## src/rtl/gcd_driver_if.sv

```systemverilog
// Bundle of the upstream operand port, downstream result port and the
// two-cycle GCD operand interface driven by gcd_driver.
interface gcd_driver_if #(
    parameter int W  = 16,
    parameter int CW = 17
);
    logic          in_valid;
    logic          in_ready;
    logic [W-1:0]  in_a;
    logic [W-1:0]  in_b;
    logic          out_valid;
    logic          out_ready;
    logic [W-1:0]  out_gcd;
    logic [CW-1:0] out_cycles;
    logic          out_err;
    logic          gcd_irdy;
    logic [W-1:0]  gcd_din;
    logic          gcd_ordy;
    logic [W-1:0]  gcd_dout;

    // Driver side
    modport master (
        input  in_valid, in_a, in_b, out_ready, gcd_ordy, gcd_dout,
        output in_ready, out_valid, out_gcd, out_cycles, out_err, gcd_irdy, gcd_din
    );

    // Environment side (producer, consumer and GCD core)
    modport slave (
        output in_valid, in_a, in_b, out_ready, gcd_ordy, gcd_dout,
        input  in_ready, out_valid, out_gcd, out_cycles, out_err, gcd_irdy, gcd_din
    );
endinterface

```

## src/rtl/gcd_driver.sv

```systemverilog
// Initiator for a two-cycle GCD operand interface: takes an operand pair,
// sends A then B, waits for the result with a timeout, and holds the result
// together with its WAIT-cycle count until the consumer accepts it.
module gcd_driver #(
    parameter int W       = 16,
    parameter int TIMEOUT = 131071,
    parameter int CW      = 17
) (
    input  logic         clk,
    input  logic         reset,
    gcd_driver_if.master bus
);
    localparam logic [CW-1:0] TO_LAST = CW'(TIMEOUT - 1);
    localparam logic [CW-1:0] TO_VAL  = CW'(TIMEOUT);

    typedef enum logic [2:0] {
        S_IDLE   = 3'd0,
        S_SEND_A = 3'd1,
        S_SEND_B = 3'd2,
        S_WAIT   = 3'd3,
        S_HOLD   = 3'd4,
        S_DRAIN  = 3'd5
    } state_t;

    state_t        r_state;
    state_t        w_next_state;
    logic [W-1:0]  r_a;
    logic [W-1:0]  r_b;
    logic [CW-1:0] r_cnt;
    logic          r_in_ready;
    logic          r_out_valid;
    logic [W-1:0]  r_out_gcd;
    logic [CW-1:0] r_out_cycles;
    logic          r_out_err;
    logic          r_gcd_irdy;
    logic [W-1:0]  r_gcd_din;

    logic [W-1:0]  w_a;
    logic [W-1:0]  w_b;
    logic [CW-1:0] w_cnt;
    logic [CW-1:0] w_cnt_inc;
    logic [W-1:0]  w_out_gcd;
    logic [CW-1:0] w_out_cycles;
    logic          w_out_err;
    logic [W-1:0]  w_gcd_din;
    logic          w_in_ready;
    logic          w_out_valid;
    logic          w_gcd_irdy;

    assign w_cnt_inc = r_cnt + {{(CW-1){1'b0}}, 1'b1};

    // State register
    always_ff @(posedge clk or posedge reset) begin
        if (reset) begin
            r_state <= S_IDLE;
        end else begin
            r_state <= w_next_state;
        end
    end

    // Next-state decode and next values for every registered output.
    // Outputs are decoded from the next state so they line up with it.
    always_comb begin
        w_next_state = r_state;
        w_a          = r_a;
        w_b          = r_b;
        w_cnt        = r_cnt;
        w_out_gcd    = r_out_gcd;
        w_out_cycles = r_out_cycles;
        w_out_err    = r_out_err;
        w_gcd_din    = r_gcd_din;
        case (r_state)
            S_IDLE: begin
                // gcd_ordy is meaningless here (X after GCD reset)
                if (bus.in_valid && r_in_ready) begin
                    w_a          = bus.in_a;
                    w_b          = bus.in_b;
                    w_gcd_din    = bus.in_a;
                    w_next_state = S_SEND_A;
                end else begin
                    w_next_state = S_IDLE;
                end
            end
            S_SEND_A: begin
                w_gcd_din    = r_b;
                w_next_state = S_SEND_B;
            end
            S_SEND_B: begin
                w_cnt        = {CW{1'b0}};
                w_next_state = S_WAIT;
            end
            S_WAIT: begin
                // count includes the current WAIT cycle, so it is >= 1
                w_cnt = w_cnt_inc;
                if (bus.gcd_ordy) begin
                    w_out_gcd    = bus.gcd_dout;
                    w_out_cycles = w_cnt_inc;
                    w_out_err    = 1'b0;
                    w_next_state = S_HOLD;
                end else if (r_cnt == TO_LAST) begin
                    w_out_gcd    = {W{1'b0}};
                    w_out_cycles = TO_VAL;
                    w_out_err    = 1'b1;
                    w_next_state = S_HOLD;
                end else begin
                    w_next_state = S_WAIT;
                end
            end
            S_HOLD: begin
                if (bus.out_ready) begin
                    w_next_state = r_out_err ? S_DRAIN : S_IDLE;
                end else begin
                    w_next_state = S_HOLD;
                end
            end
            S_DRAIN: begin
                // GCD still busy after a timeout; never issue irdy into it
                if (bus.gcd_ordy) begin
                    w_next_state = S_IDLE;
                end else begin
                    w_next_state = S_DRAIN;
                end
            end
            default: begin
                w_next_state = S_IDLE;
            end
        endcase
        w_in_ready  = (w_next_state == S_IDLE);
        w_out_valid = (w_next_state == S_HOLD);
        w_gcd_irdy  = (w_next_state == S_SEND_A);
    end

    // Operand, counter and output registers
    always_ff @(posedge clk or posedge reset) begin
        if (reset) begin
            r_a          <= {W{1'b0}};
            r_b          <= {W{1'b0}};
            r_cnt        <= {CW{1'b0}};
            r_in_ready   <= 1'b1;
            r_out_valid  <= 1'b0;
            r_out_gcd    <= {W{1'b0}};
            r_out_cycles <= {CW{1'b0}};
            r_out_err    <= 1'b0;
            r_gcd_irdy   <= 1'b0;
            r_gcd_din    <= {W{1'b0}};
        end else begin
            r_a          <= w_a;
            r_b          <= w_b;
            r_cnt        <= w_cnt;
            r_in_ready   <= w_in_ready;
            r_out_valid  <= w_out_valid;
            r_out_gcd    <= w_out_gcd;
            r_out_cycles <= w_out_cycles;
            r_out_err    <= w_out_err;
            r_gcd_irdy   <= w_gcd_irdy;
            r_gcd_din    <= w_gcd_din;
        end
    end

    assign bus.in_ready   = r_in_ready;
    assign bus.out_valid  = r_out_valid;
    assign bus.out_gcd    = r_out_gcd;
    assign bus.out_cycles = r_out_cycles;
    assign bus.out_err    = r_out_err;
    assign bus.gcd_irdy   = r_gcd_irdy;
    assign bus.gcd_din    = r_gcd_din;
endmodule

```

## src/flat_wrapper.sv

```systemverilog
// flat-port wrapper written by rule: the top's interface ports become plain ports
module gcd_driver_flat 
#(
    parameter int W       = 16,
    parameter int TIMEOUT = 131071,
    parameter int CW      = 17
)
  (clk, reset, bus_in_valid, bus_in_a, bus_in_b, bus_out_ready, bus_gcd_ordy, bus_gcd_dout, bus_in_ready, bus_out_valid, bus_out_gcd, bus_out_cycles, bus_out_err, bus_gcd_irdy, bus_gcd_din);
  gcd_driver_if #(.W(W), .CW(CW)) bus_i ();
  input  logic clk;
  input  logic reset;
  input wire logic [$bits(bus_i.in_valid)-1:0] bus_in_valid;
  input wire logic [$bits(bus_i.in_a)-1:0] bus_in_a;
  input wire logic [$bits(bus_i.in_b)-1:0] bus_in_b;
  input wire logic [$bits(bus_i.out_ready)-1:0] bus_out_ready;
  input wire logic [$bits(bus_i.gcd_ordy)-1:0] bus_gcd_ordy;
  input wire logic [$bits(bus_i.gcd_dout)-1:0] bus_gcd_dout;
  output wire logic [$bits(bus_i.in_ready)-1:0] bus_in_ready;
  output wire logic [$bits(bus_i.out_valid)-1:0] bus_out_valid;
  output wire logic [$bits(bus_i.out_gcd)-1:0] bus_out_gcd;
  output wire logic [$bits(bus_i.out_cycles)-1:0] bus_out_cycles;
  output wire logic [$bits(bus_i.out_err)-1:0] bus_out_err;
  output wire logic [$bits(bus_i.gcd_irdy)-1:0] bus_gcd_irdy;
  output wire logic [$bits(bus_i.gcd_din)-1:0] bus_gcd_din;
  assign bus_i.in_valid = bus_in_valid;
  assign bus_i.in_a = bus_in_a;
  assign bus_i.in_b = bus_in_b;
  assign bus_i.out_ready = bus_out_ready;
  assign bus_i.gcd_ordy = bus_gcd_ordy;
  assign bus_i.gcd_dout = bus_gcd_dout;
  assign bus_in_ready = bus_i.in_ready;
  assign bus_out_valid = bus_i.out_valid;
  assign bus_out_gcd = bus_i.out_gcd;
  assign bus_out_cycles = bus_i.out_cycles;
  assign bus_out_err = bus_i.out_err;
  assign bus_gcd_irdy = bus_i.gcd_irdy;
  assign bus_gcd_din = bus_i.gcd_din;
  gcd_driver #(.W(W), .TIMEOUT(TIMEOUT), .CW(CW)) u_core (.clk(clk), .reset(reset), .bus(bus_i));
endmodule
```

## config.mk

```make
export PLATFORM = sky130hd
export DESIGN_NAME = gcd_driver_flat
export DESIGN_NICKNAME = d
export VERILOG_FILES = /design/src/rtl/gcd_driver_if.sv /design/src/rtl/gcd_driver.sv /design/src/flat_wrapper.sv
export SDC_FILE = /design/constraint.sdc
export NUM_CORES = 1
export LEC_CHECK = 0
export BUFFER_PORTS_ARGS = -buffer_cell sky130_fd_sc_hd__buf_2
export CORE_UTILIZATION = 57
export CTS_CLUSTER_SIZE = 28
export DETAILED_ROUTE_END_ITERATION = 12
export PLACE_DENSITY_LB_ADDON = 0.1
export SLEW_MARGIN = 20
export SYNTH_ARGS = -nofsm -noshare
export SYNTH_HDL_FRONTEND = slang
export SYNTH_SLANG_ARGS = --single-unit
```

## constraint.sdc

```tcl
create_clock -name clk -period 7.2 [get_ports clk]
set_input_delay 1.08 -clock clk [delete_from_list [all_inputs] [get_ports clk]]
set_output_delay 1.08 -clock clk [all_outputs]
set_load 0.01 [all_outputs]
```

==> out/qor.tcl, run 1 <==
set qor(outcome) {finished clean}
set qor(yosys_top_cell_area_share) 0.521
set qor(timing.max_slew.rel_slack) 0.354
set qor(clock_share_of_power) 0.199
set qor(drc_errors) 0
set qor(timing.critical_path.fanout_max) 50
set qor(netlist_top_cells_area) {dfrtp_1 (52%), o21ai_0 (5.3%), mux2i_1 (4.5%), a22oi_1 (4.3%), mux2_2 (4.3%)}
set qor(synth_net_count) 460
set qor(synth-edff-count) 0
set qor(dieArea_um2) 7770
set qor(first_global_vias) 3084
set qor(synth-warning-count) 0
set qor(avgRoutedWirePerCell_um) 15.0
set qor(detail-route-antenna-nets) 0
set qor(clock_latency_ps) 360
set qor(clkTransAtPathRegs_ps) 100
set qor(tightest_slew_ps) 968
set qor(area_after_detailed_placement_um2) 4770
set qor(chipWidth_um) 88.2
set qor(route.detailed.vias_per_inst) 5.52
set qor(finish.net_count) 548
set qor(period_share) 0.346
set qor(synthDistinctLibCells) 46
set qor(timing.final.crit_period_ps) 2490
set qor(async_flop_share) 1.00
set qor(area_overhead_of_the_layout_relative_to_synthesis_pct) 18.4
set qor(dr.pass1.iters) 5
set qor(n_antenna_cell) 0
set qor(routed_wl_um) 8980
set qor(p_int_mw) 1.23
set qor(cts_hold_buffers) 0
set qor(floorplan.io_pins) 106
set qor(hold-path-cell-count) 2
set qor(ys.flop_type) {dfrtp_1}
set qor(timing.critical_path.arrival_ps) 2700
set qor(crit_path_start_kind) {input port}
set qor(grt_antenna_before_repair) 0
set qor(dp_hpwl_um) 5890
set qor(start_util) 0.586
set qor(p_comb_frac) 0.381
set qor(finalSetupViolCount) 0
set qor(drive_above_1_share) 0.315
set qor(average_cell_area_after_synthesis_um2) 10.4
set qor(fill_cells) 566
set qor(critical_path_class) {in2reg}
set qor(grt.total_usage) 0.245
set qor(seq_area_frac_synth) 0.527
set qor(crit_required_ps) 7410
set qor(finalHoldViolations) 0
set qor(fp.dieH_um) 88.2
set qor(synthesis.instances) 405
set qor(gp_routability_congestion) 0.771
set qor(clockBufferDepth) 2
set qor(pwr_density_nw_per_um2) 389
set qor(max-vdd-ir-drop_mv) 0.213
set qor(ctsRootBufferMaster) {clkbuf_8}
set qor(numClockSinks) 89
set qor(synth.ff_latch_count) 89
set qor(port-buffer-count) 105
set qor(endpoint_kind) {register}
set qor(clock_buffers_created_by_tritoncts) 9
set qor(report.final.slew_viol_count) 0
set qor(routed_via_count) 3293
set qor(core_um2) 7210
set qor(worst_hold_path.endpoint) {u_core.bus.gcd_din[13]}
set qor(finClkSkew_ps) 8.30
set qor(static_leakage_power_nw) 2.21
set qor(largest_net_degree_at_the_start_of_global_routing) 90
set qor(totalNegativeSetupSlack_ps) 0
set qor(layout.cell_area.non_filler_um2) 5010
set qor(h-tree-depth) 3
set qor(cts_setup_buffers) 0
set qor(dr.first_iter.drc_count) 220
set qor(switching_share) 0.368
set qor(mappedNetlistArea_um2) 4230
set qor(grt_first_pass_wirelength_um) 14700
set qor(cts_repair_resize_count) 0
set qor(clock_tree_from_tritoncts) {done}
set qor(final_util) 0.694
set qor(setup_repair_after_global_routing_missed_its_margin) {false}
set qor(floorplan.rows) 31
set qor(r2r_end) {u_core.r_state[0]}
set qor(worst_r2r_path_depth) 4
set qor(min-delay-path-class) {reg2reg}
set qor(pwr-share-seq) 0.421
set qor(critical_path.reg2reg.startpoint) {u_core.r_state[0]}
set qor(gr-total-overflow) 0
set qor(hp-start) {u_core.r_b[13]}
set qor(max_freq_ghz) 0.402
set qor(timing.reg2reg.setup_slack_ps) 4850
set qor(maxCapViolCount) 0
set qor(power.switching_mw) 0.718
set qor(yosysTopAreaCell) {dfrtp_1}
[state kept, by name (all words and copies together), names as in the netlist, 3 cells and up]
signal                 flops
u_core.r_state             3
u_core.bus.out_gcd        16
u_core.r_cnt              17
u_core.bus.out_cycles     17
u_core.r_b                16
u_core.bus.gcd_din        16
[final cells by class]
cell class / count / area (µm²) / area share
tap: 99 / 124 / 0.0247
clock inverter: 7 / 103 / 0.0205
timing repair buffer: 108 / 552 / 0.110
clock buffer: 9 / 124 / 0.0247
multi-input combinational: 278 / 1850 / 0.369
sequential: 89 / 2230 / 0.445
inverter: 7 / 27.5 / 0.00550
[power groups by stage]
stage	clock, mW	sequential, mW	combinational [mW]
finish	0.387	0.820	0.742
global placement	0	0.820	0.715
floorplan	0	0.864	0.456
global route	0.415	0.848	0.836
CTS	0.392	0.820	0.749
detailed placement	0	0.827	0.748
[cell families (layout without fill, tap and decap cells)]
logic type / Yosys count / count (layout) / share of synthesized area
AO/OA/AOI/OAI: 104 / 104 / 0.163
XOR/XNOR: 13 / 13 / 0.0269
adder cells (fa/ha/maj): 2 / 2 / 0.00591
buffers and inverters: 38 / 131 / 0.0384
flip-flops: 89 / 89 / 0.527
multiplexers: 35 / 35 / 0.0875
AND/OR/NAND/NOR: 124 / 124 / 0.151
[routing by layer]
layer,wire [µm],track usage,up-vias
li1,-,-,1613
met1,4150,0.349,1577
met2,4210,0.381,92
met3,507,0.0415,11
met4,113,0.0894,0
met5,0,0,-
[how the worst max path moves through the flow]
stage                                from                   endpoint  cells past startpoint
after floorplan                     reset      u_core.bus.gcd_din[0]                      1
final                        bus_gcd_ordy  u_core.bus.out_cycles[15]                      5
after global placement       bus_gcd_ordy  u_core.bus.out_cycles[15]                      5
after detailed placement     bus_gcd_ordy  u_core.bus.out_cycles[15]                      5
after CTS                 u_core.r_cnt[8]     u_core.bus.out_gcd[10]                      4
after global routing         bus_gcd_ordy  u_core.bus.out_cycles[16]                      5
[metrics by stage]
step	setup WS (ps)	power, mW	std cells	hold slack, ps
6_report	4710	1.95	597	477
4_1_cts	4570	1.96	597	481
2_1_floorplan	3810	1.32	405	446
5_1_grt	4500	2.10	597	512
3_3_place_gp	4400	1.54	581	457
3_5_place_dp	4320	1.57	581	461
[critical path, cell delays in order]
cell and delay [ps]:
buf_2 320, and4b_2 950, nand2_1 120, mux2i_1 160
a21oi_1 50
[cells in the mapped netlist, drive strengths merged (6+ instances only)]
| library cell | count |
|---|---|
| dfrtp | 88 |
| clkbuf | 25 |
| nor2 | 29 |
| nand2 | 34 |
| inv | 7 |
| xnor2 | 10 |
| nand2b | 20 |
| a21oi | 9 |
| mux2i | 19 |
| mux2 | 16 |
| a22oi | 30 |
| nor3 | 6 |
| o21ai | 45 |
| buf | 6 |
| nand3 | 9 |
[placed cells by master, fill, tap and decap left out, types with 8 or more instances in the layout]
master      n
dfrtp_1    88
xnor2_1    10
nand3_1     9
a22oi_1    24
nand2_1    34
nor2_1     28
mux2i_1    19
o21ai_0    45
nand2b_1   20
clkbuf_8    9
a21oi_1     8
mux2_2     16
buf_2     105
(Power assumes the default switching activity.)
==> inputs of run 2 (changes only) <==
--- a/config.mk
+++ b/config.mk
@@ -5,8 +5,9 @@
 export SDC_FILE = /design/constraint.sdc
 export NUM_CORES = 1
 export LEC_CHECK = 0
+export ABC_AREA = 1
 export BUFFER_PORTS_ARGS = -buffer_cell sky130_fd_sc_hd__buf_2
-export CORE_UTILIZATION = 57
+export CORE_UTILIZATION = 53
 export CTS_CLUSTER_SIZE = 28
 export DETAILED_ROUTE_END_ITERATION = 12
 export PLACE_DENSITY_LB_ADDON = 0.1
==> constraint.sdc (replaced) <==
create_clock -name clk -period 2.45 [get_ports clk]
set_input_delay 0.3675 -clock clk [delete_from_list [all_inputs] [get_ports clk]]
set_output_delay 0.3675 -clock clk [all_outputs]
set_load 0.01 [all_outputs]
==> out/qor.tcl, run 2 <==
set qor(timing.final.crit_period_ps) 1920
set qor(r2r_end) {u_core.bus.out_cycles[14]}
set qor(grt.total_usage) 0.230 ;# -0.0153
set qor(yosysTopAreaCell) {dfrtp_1}
set qor(min-delay-path-class) {in2async}
set qor(ctsRootBufferMaster) {clkbuf_8}
set qor(dr.first_iter.drc_count) 137 ;# -38%
set qor(timing.reg2reg.setup_slack_ps) 530 ;# -4320 ps
set qor(critical_path_buf_inv_count) 4 ;# +3
set qor(cts_hold_buffers) 0 ;# unchanged
set qor(ys.flop_type) {dfrtp_1}
set qor(setup_repair_after_global_routing_missed_its_margin) {false}
set qor(outcome) {finished clean}
set qor(clock_latency_ps) 360 ;# about the same
set qor(postLayoutSetupSlackWorst_ps) 527 ;# -4190 ps
set qor(finalHoldViolations) 0 ;# unchanged
set qor(post_layout_nonfiller_instances) 685 ;# +15%
set qor(finalSetupViolCount) 0 ;# unchanged
set qor(clock_tree_from_tritoncts) {done}
set qor(timing.critical_path.fanout_max) 23 ;# -54%
set qor(chipWidth_um) 88.9 ;# +0.90%
set qor(drc_errors) 0 ;# unchanged
set qor(layout_commonest_cell) {nand2_1}
set qor(routed_via_count) 3342 ;# +1.5%
set qor(numClockSinks) 89 ;# unchanged
set qor(port-buffer-count) 105 ;# unchanged
set qor(grt_first_pass_wirelength_um) 13900 ;# -5.3%
set qor(area_overhead_of_the_layout_relative_to_synthesis_pct) 20.3
set qor(async_flop_share) 1.00 ;# unchanged
set qor(synth.cells.most_frequent) {nand2_1 (185), dfrtp_1 (88), nor2_1 (53)}
set qor(dr.pass1.iters) 5 ;# unchanged
set qor(area_after_detailed_placement_um2) 4620 ;# -3.3%
set qor(synth.ff_latch_count) 89 ;# unchanged
set qor(first_global_vias) 3056 ;# -0.91%
set qor(critical_path_class) {reg2reg}
set qor(dp_hpwl_um) 5930 ;# +0.67%
set qor(detail-route-antenna-nets) 0 ;# unchanged
set qor(floorplan.io_pins) 106 ;# unchanged
set qor(synthesis.instances) 473 ;# +17%
set qor(crit_path_start_kind) {register}
set qor(period_share) 0.785
set qor(complex_gate_fraction_of_the_synthesized_area) 0.0378 ;# -0.125
set qor(maxCapViolCount) 0 ;# unchanged
set qor(top_cell_by_count_worst_path) {inv_2}
set qor(critical_path.reg2reg.startpoint) {u_core.r_state[2]}
set qor(tightest_slew_ps) 485 ;# -483 ps
set qor(cp_cell_sequence) {inv_2 -> nand2_4 -> nor2_8 -> inv_2 -> nor2_4 -> buf_4 -> inv_2 -> nor2_1 -> nor2_1}
set qor(cts_repair_resize_count) 0 ;# unchanged
set qor(max-vdd-ir-drop_mv) 0.662 ;# +210%
set qor(gr-total-overflow) 0 ;# unchanged
set qor(synth_net_count) 528 ;# +15%
set qor(drive_above_1_share) 0.263 ;# -0.0525
set qor(route.detailed.vias_per_inst) 4.88 ;# -12%
set qor(leading_cell_types_in_the_layout_fill_and_taps_excluded) {nand2_1 (185), buf_2 (105), dfrtp_1 (88)}
set qor(timing.max_slew.rel_slack) 0.676 ;# +0.321
set qor(clock_buffers_created_by_tritoncts) 9 ;# unchanged
set qor(multi_input_comb_area_um2) 1560 ;# -16%
set qor(holdWs_ps) 20.9 ;# -456 ps
set qor(critPathSlowestCell) {dfrtp_1}
set qor(synth-warning-count) 0 ;# unchanged
set qor(finClkSkew_ps) 16.8 ;# +8.50 ps
set qor(synthDistinctLibCells) 29 ;# -37%
set qor(synth.mux.area_fraction) 0 ;# -0.0875
set qor(mappedNetlistArea_um2) 4010 ;# -5.3%
set qor(yosys_top_cell_area_share) 0.550 ;# +0.0291
set qor(netlist_top_cells_area) {dfrtp_1 (55%), nand2_1 (17%), nand3_1 (5.9%), nor2_1 (5.0%), inv_1 (2.5%)}
set qor(totalNegativeSetupSlack_ps) 0 ;# unchanged
set qor(report.final.slew_viol_count) 0 ;# unchanged
set qor(placed_cells) 669 ;# +15%
set qor(largest_net_degree_at_the_start_of_global_routing) 27 ;# -70%
set qor(cts_setup_buffers) 0 ;# unchanged
set qor(worst_r2r_path_depth) 9 ;# +5
set qor(worst_path_largest_cell_delay_ps) 460 ;# -490 ps
set qor(yosys.area_share.simple) 0.325 ;# +0.173
set qor(synth-edff-count) 0 ;# unchanged
set qor(final_util) 0.661 ;# -0.0333
set qor(pwr_density_nw_per_um2) 1110 ;# +190%
set qor(core_um2) 7290 ;# +1.1%
set qor(start_util) 0.549 ;# -0.0370
set qor(path_depth) 9 ;# +4
set qor(gp_routability_congestion) 0.830 ;# +7.6%
set qor(sequential_cell_area_um2) 2230 ;# unchanged
set qor(seq_area_frac_synth) 0.556 ;# +0.0294
set qor(static_leakage_power_nw) 2.59 ;# +17%
set qor(endpoint_kind) {register}
set qor(totalPowerFinal_mw) 5.37 ;# +180%
set qor(fp.dieH_um) 88.9 ;# +0.90%
set qor(grt_antenna_before_repair) 0 ;# unchanged
set qor(max_freq_ghz) 0.520
set qor(synth_xor_area_frac) 0.0197 ;# -0.00724
set qor(critPathCapture) {u_core.bus.out_cycles[14]}
set qor(finish.net_count) 636 ;# +16%
set qor(yosys.area_share.adder) 0.00625 ;# +0.000331
set qor(floorplan.rows) 31 ;# unchanged
set qor(layout.cell_area.non_filler_um2) 4820 ;# -3.8%
set qor(n_antenna_cell) 0 ;# unchanged
set qor(dieArea_um2) 7910 ;# +1.8%
set qor(place_worst_setup_slack_ps) 513 ;# -3810 ps
set qor(routed_wl_um) 8420 ;# -6.3%
set qor(avgRoutedWirePerCell_um) 12.3 ;# -18%
set qor(h-tree-depth) 3 ;# unchanged
set qor(setup.worst_path.start) {u_core.r_state[2]}
set qor(timing.critical_path.arrival_ps) 2170 ;# -530 ps
set qor(synth_top_family_by_area) {simple AND/OR/NAND/NOR gates}
set qor(average_cell_area_after_synthesis_um2) 8.47 ;# -19%
set qor(clockBufferDepth) 2 ;# unchanged
set qor(clkTransAtPathRegs_ps) 100 ;# about the same
set qor(yosysMostFrequentCell) {nand2_1}
set qor(critical_path.top_delay_family) {buffers and inverters}
set qor(fill_cells) 681 ;# +20%
set qor(crit_required_ps) 2700 ;# -4710 ps
## run 2: changes by cell type in the layout (fill, tap and decap cells not counted), moves of 21 or more
| cell | change |
|---|---|
| o21ai_0 | -31 |
| nand3_1 | +38 |
| inv_1 | +21 |
| a22oi_1 | -24 |
| nor2_1 | +25 |
| nand2_1 | +151 |
## run 2: routing by layer
layer / vias to the layer above / GRT usage / wire [µm]
met5: - / 0 / 0
met4: 0 / 0.0866 / 132
met1: 1536 / 0.322 / 3990
li1: 1695 / - / -
met3: 12 / 0.0462 / 449
met2: 99 / 0.359 / 3850
## run 2: report_power, final
group          leakage (nW)  switching, mW  internal [mW]
clock                 0.103          0.528          0.501
combinational          1.36           1.25          0.742
sequential             1.13          0.311           2.04
## run 2: worst min-delay path by stage
| stage | slack [ps] | end | start |
|---|---|---|---|
| after global placement | 420 | u_core.bus.out_cycles[14] | reset |
| after CTS | 30 | u_core.r_b[14] | reset |
| final | 20 | u_core.r_b[14] | reset |
| after global routing | 50 | u_core.r_b[14] | reset |
| after floorplan | 450 | u_core.r_b[0] | u_core.r_b[0] |
| after detailed placement | 430 | u_core.bus.out_cycles[12] | reset |
## run 2: cell families (layout without fill, tap and decap cells)
group	Yosys count	after routing
compound gates	23	23
xor+xnor	9	9
fa+ha+maj	2	2
buf+inv	48	161
flops	89	89
simple gates	302	302
## run 2: area by class of cell
type                            count  share of cell area
Multi-Input combinational cell    336               0.323
Inverter                           34              0.0283
Sequential cell                    89               0.462
Clock buffer                       10              0.0286
Tap cell                           99              0.0257
Clock inverter                      6              0.0135
Timing Repair Buffer              111               0.118
==> inputs of run 3 (changes only) <==
--- a/config.mk
+++ b/config.mk
@@ -5,7 +5,7 @@
 export SDC_FILE = /design/constraint.sdc
 export NUM_CORES = 1
 export LEC_CHECK = 0
-export ABC_AREA = 1
+export ABC_AREA = 0
 export BUFFER_PORTS_ARGS = -buffer_cell sky130_fd_sc_hd__buf_2
 export CORE_UTILIZATION = 53
 export CTS_CLUSTER_SIZE = 28
==> constraint.sdc (replaced) <==
create_clock -name clk -period 2 [get_ports clk]
set_input_delay 0.3 -clock clk [delete_from_list [all_inputs] [get_ports clk]]
set_output_delay 0.3 -clock clk [all_outputs]
set_load 0.01 [all_outputs]
==> out/qor.tcl, run 3 (synthesis gave the netlist of run 1 again) <==
set qor(clock_latency_ps) 360 ;# about the same
set qor(finalSetupViolCount) 0 ;# unchanged
set qor(tightest_slew_ps) 567 ;# +81.8 ps
set qor(cp_cell_sequence) {nand4_4 -> or4_4 -> or3_4 -> buf_6 -> a22oi_1}
set qor(max_freq_ghz) 0.516 ;# -0.84%
set qor(critical_path_class) {reg2reg}
set qor(worst_r2r_path_depth) 5 ;# -4
set qor(holdWs_ps) 166 ;# +145 ps
set qor(grt_first_pass_wirelength_um) 15900 ;# +14%
set qor(finish.net_count) 574 ;# -9.7%
set qor(max-vdd-ir-drop_mv) 0.748 ;# +13%
set qor(floorplan.io_pins) 106 ;# unchanged
set qor(totalPowerFinal_mw) 7.24 ;# +35%
set qor(gr-total-overflow) 0 ;# unchanged
set qor(outcome) {finished clean}
set qor(area_overhead_of_the_layout_relative_to_synthesis_pct) 24.8
set qor(worst_path_largest_cell_delay_ps) 530 ;# +70 ps
set qor(grt_antenna_before_repair) 0 ;# unchanged
set qor(routed.top_layer) {met4}
set qor(dr_wl_met3_um) 505 ;# +12%
set qor(gp_routability_congestion) 0.821 ;# -1.0%
set qor(dieArea_um2) 8340 ;# +5.5%
set qor(largest_net_degree_at_the_start_of_global_routing) 43 ;# +59%
set qor(routed_wl_um) 9550 ;# +14%
set qor(critPathSlowestCell) {or4_4}
set qor(dr.pass1.iters) 4 ;# -1
set qor(critPathCapture) {u_core.bus.out_cycles[10]}
set qor(avgRoutedWirePerCell_um) 15.3 ;# +24%
set qor(floorplan.rows) 32 ;# +3.2%
set qor(clock_buffers_created_by_tritoncts) 9 ;# unchanged
set qor(timing.critical_path.arrival_ps) 2210 ;# +40 ps
set qor(drive_above_1_share) 0.347 ;# +0.0845
set qor(clockBufferDepth) 2 ;# unchanged
set qor(met2_wirelength_um) 4360 ;# +13%
set qor(fill_cells) 620 ;# -9.0%
set qor(report.final.slew_viol_count) 0 ;# unchanged
set qor(grt.total_usage) 0.242 ;# +0.0118
set qor(pwr_density_nw_per_um2) 1370 ;# +23%
set qor(finalHoldViolations) 0 ;# unchanged
set qor(core_um2) 7730 ;# +6.0%
set qor(clock_tree_from_tritoncts) {done}
set qor(first_global_vias) 3279 ;# +7.3%
set qor(h-tree-depth) 3 ;# unchanged
set qor(postLayoutSetupSlackWorst_ps) 60.4 ;# -466 ps
set qor(numClockSinks) 89 ;# unchanged
set qor(crit_required_ps) 2270 ;# -430 ps
set qor(r2r_end) {u_core.bus.out_cycles[10]}
set qor(timing.critical_path.fanout_max) 12 ;# -48%
set qor(timing.reg2reg.setup_slack_ps) 60 ;# -470 ps
set qor(routed_via_count) 3419 ;# +2.3%
set qor(detail-route-antenna-nets) 0 ;# unchanged
set qor(static_leakage_power_nw) 2.37 ;# -8.7%
set qor(start_util) 0.547 ;# -0.00197
set qor(setup.worst_path.start) {u_core.r_cnt[11]}
set qor(dr.first_iter.drc_count) 270 ;# +97%
set qor(met1Wirelength_um) 4540 ;# +14%
set qor(dp_hpwl_um) 6570 ;# +11%
set qor(route.detailed.vias_per_inst) 5.46 ;# +12%
set qor(ctsRootBufferMaster) {clkbuf_8}
set qor(n_antenna_cell) 0 ;# unchanged
set qor(maxCapViolCount) 0 ;# unchanged
set qor(layout_commonest_cell) {buf_2}
set qor(chipWidth_um) 91.3 ;# +2.7%
set qor(min-delay-path-class) {in2reg}
set qor(endpoint_kind) {register}
set qor(timing.final.crit_period_ps) 1940 ;# +16.2 ps
set qor(port-buffer-count) 105 ;# unchanged
set qor(finClkSkew_ps) 7.17 ;# -9.62 ps
set qor(period_share) 0.970 ;# +0.185
set qor(totalNegativeSetupSlack_ps) 0 ;# unchanged
set qor(fp.dieH_um) 91.3 ;# +2.7%
set qor(setup_repair_after_global_routing_missed_its_margin) {false}
set qor(crit_path_start_kind) {register}
set qor(critical_path.reg2reg.startpoint) {u_core.r_cnt[11]}
set qor(timing.max_slew.rel_slack) 0.621 ;# -0.0547
set qor(clkTransAtPathRegs_ps) 90 ;# about the same
set qor(place_worst_setup_slack_ps) 53.9 ;# -459 ps
set qor(final_util) 0.683 ;# +0.0222
set qor(leading_cell_types_in_the_layout_fill_and_taps_excluded) {buf_2 (105), dfrtp_1 (88), o21ai_0 (45)}
set qor(drc_errors) 0 ;# unchanged
[run 3: where the power goes]
part,switching [mW],leakage (nW),internal [mW]
Clock,0.649,0.123,0.868
Combinational,1.51,1.15,1.31
Sequential,0.412,1.09,2.49
[run 3: what timing repair did]
item	4_1_cts	5_1_grt
hold endpoints to repair	16	0
hold buffers	1	0
buffers inserted	0	2
gates resized for setup	0	2
endpoints found under the setup margin	0	10
[run 3: through the flow]
step	std cells	area, µm²
2_1_floorplan	405	4230
5_1_grt	626	5280
3_5_place_dp	607	4990
3_3_place_gp	607	4990
4_1_cts	624	5250
6_report	626	5280
[run 3: critical path, delay by kind of cell, from the launching register on]
| family | cells | cell delay (ps) |
|---|---|---|
| AOI/OAI and AO/OA | 1 | 180 |
| buffers and inverters | 1 | 160 |
| DFF | 1 | 410 |
| and+or+nand+nor | 3 | 1100 |
[run 3: routing by layer]
| layer | up-vias | global-route usage |
|---|---|---|
| met1 | 1641 | 0.334 |
| met5 | - | 0 |
| li1 | 1669 | - |
| met4 | 0 | 0.0913 |
| met2 | 98 | 0.379 |
| met3 | 11 | 0.0486 |
[run 3: area by class of cell]
cell class	instances	area (µm²)	area share
clock inverters	6	115	0.0218
clock buffers	10	138	0.0261
multi-input cells	278	1850	0.351
repair buffers	134	787	0.149
well taps	102	128	0.0242
flip-flops and latches	89	2230	0.422
inverters	7	30.0	0.00569
[run 3: worst min path at each step]
stage	startpoint	endpoint	slack, ps	cells past startpoint
detailed placement	reset	u_core.bus.gcd_din[2]	380	2
CTS	bus_in_b[14]	u_core.r_b[14]	160	2
floorplan	bus_gcd_dout[0]	u_core.bus.out_gcd[0]	440	2
finish	bus_in_b[7]	u_core.r_b[7]	170	2
global route	bus_in_b[6]	u_core.r_b[6]	160	2
global placement	reset	u_core.r_b[2]	370	2
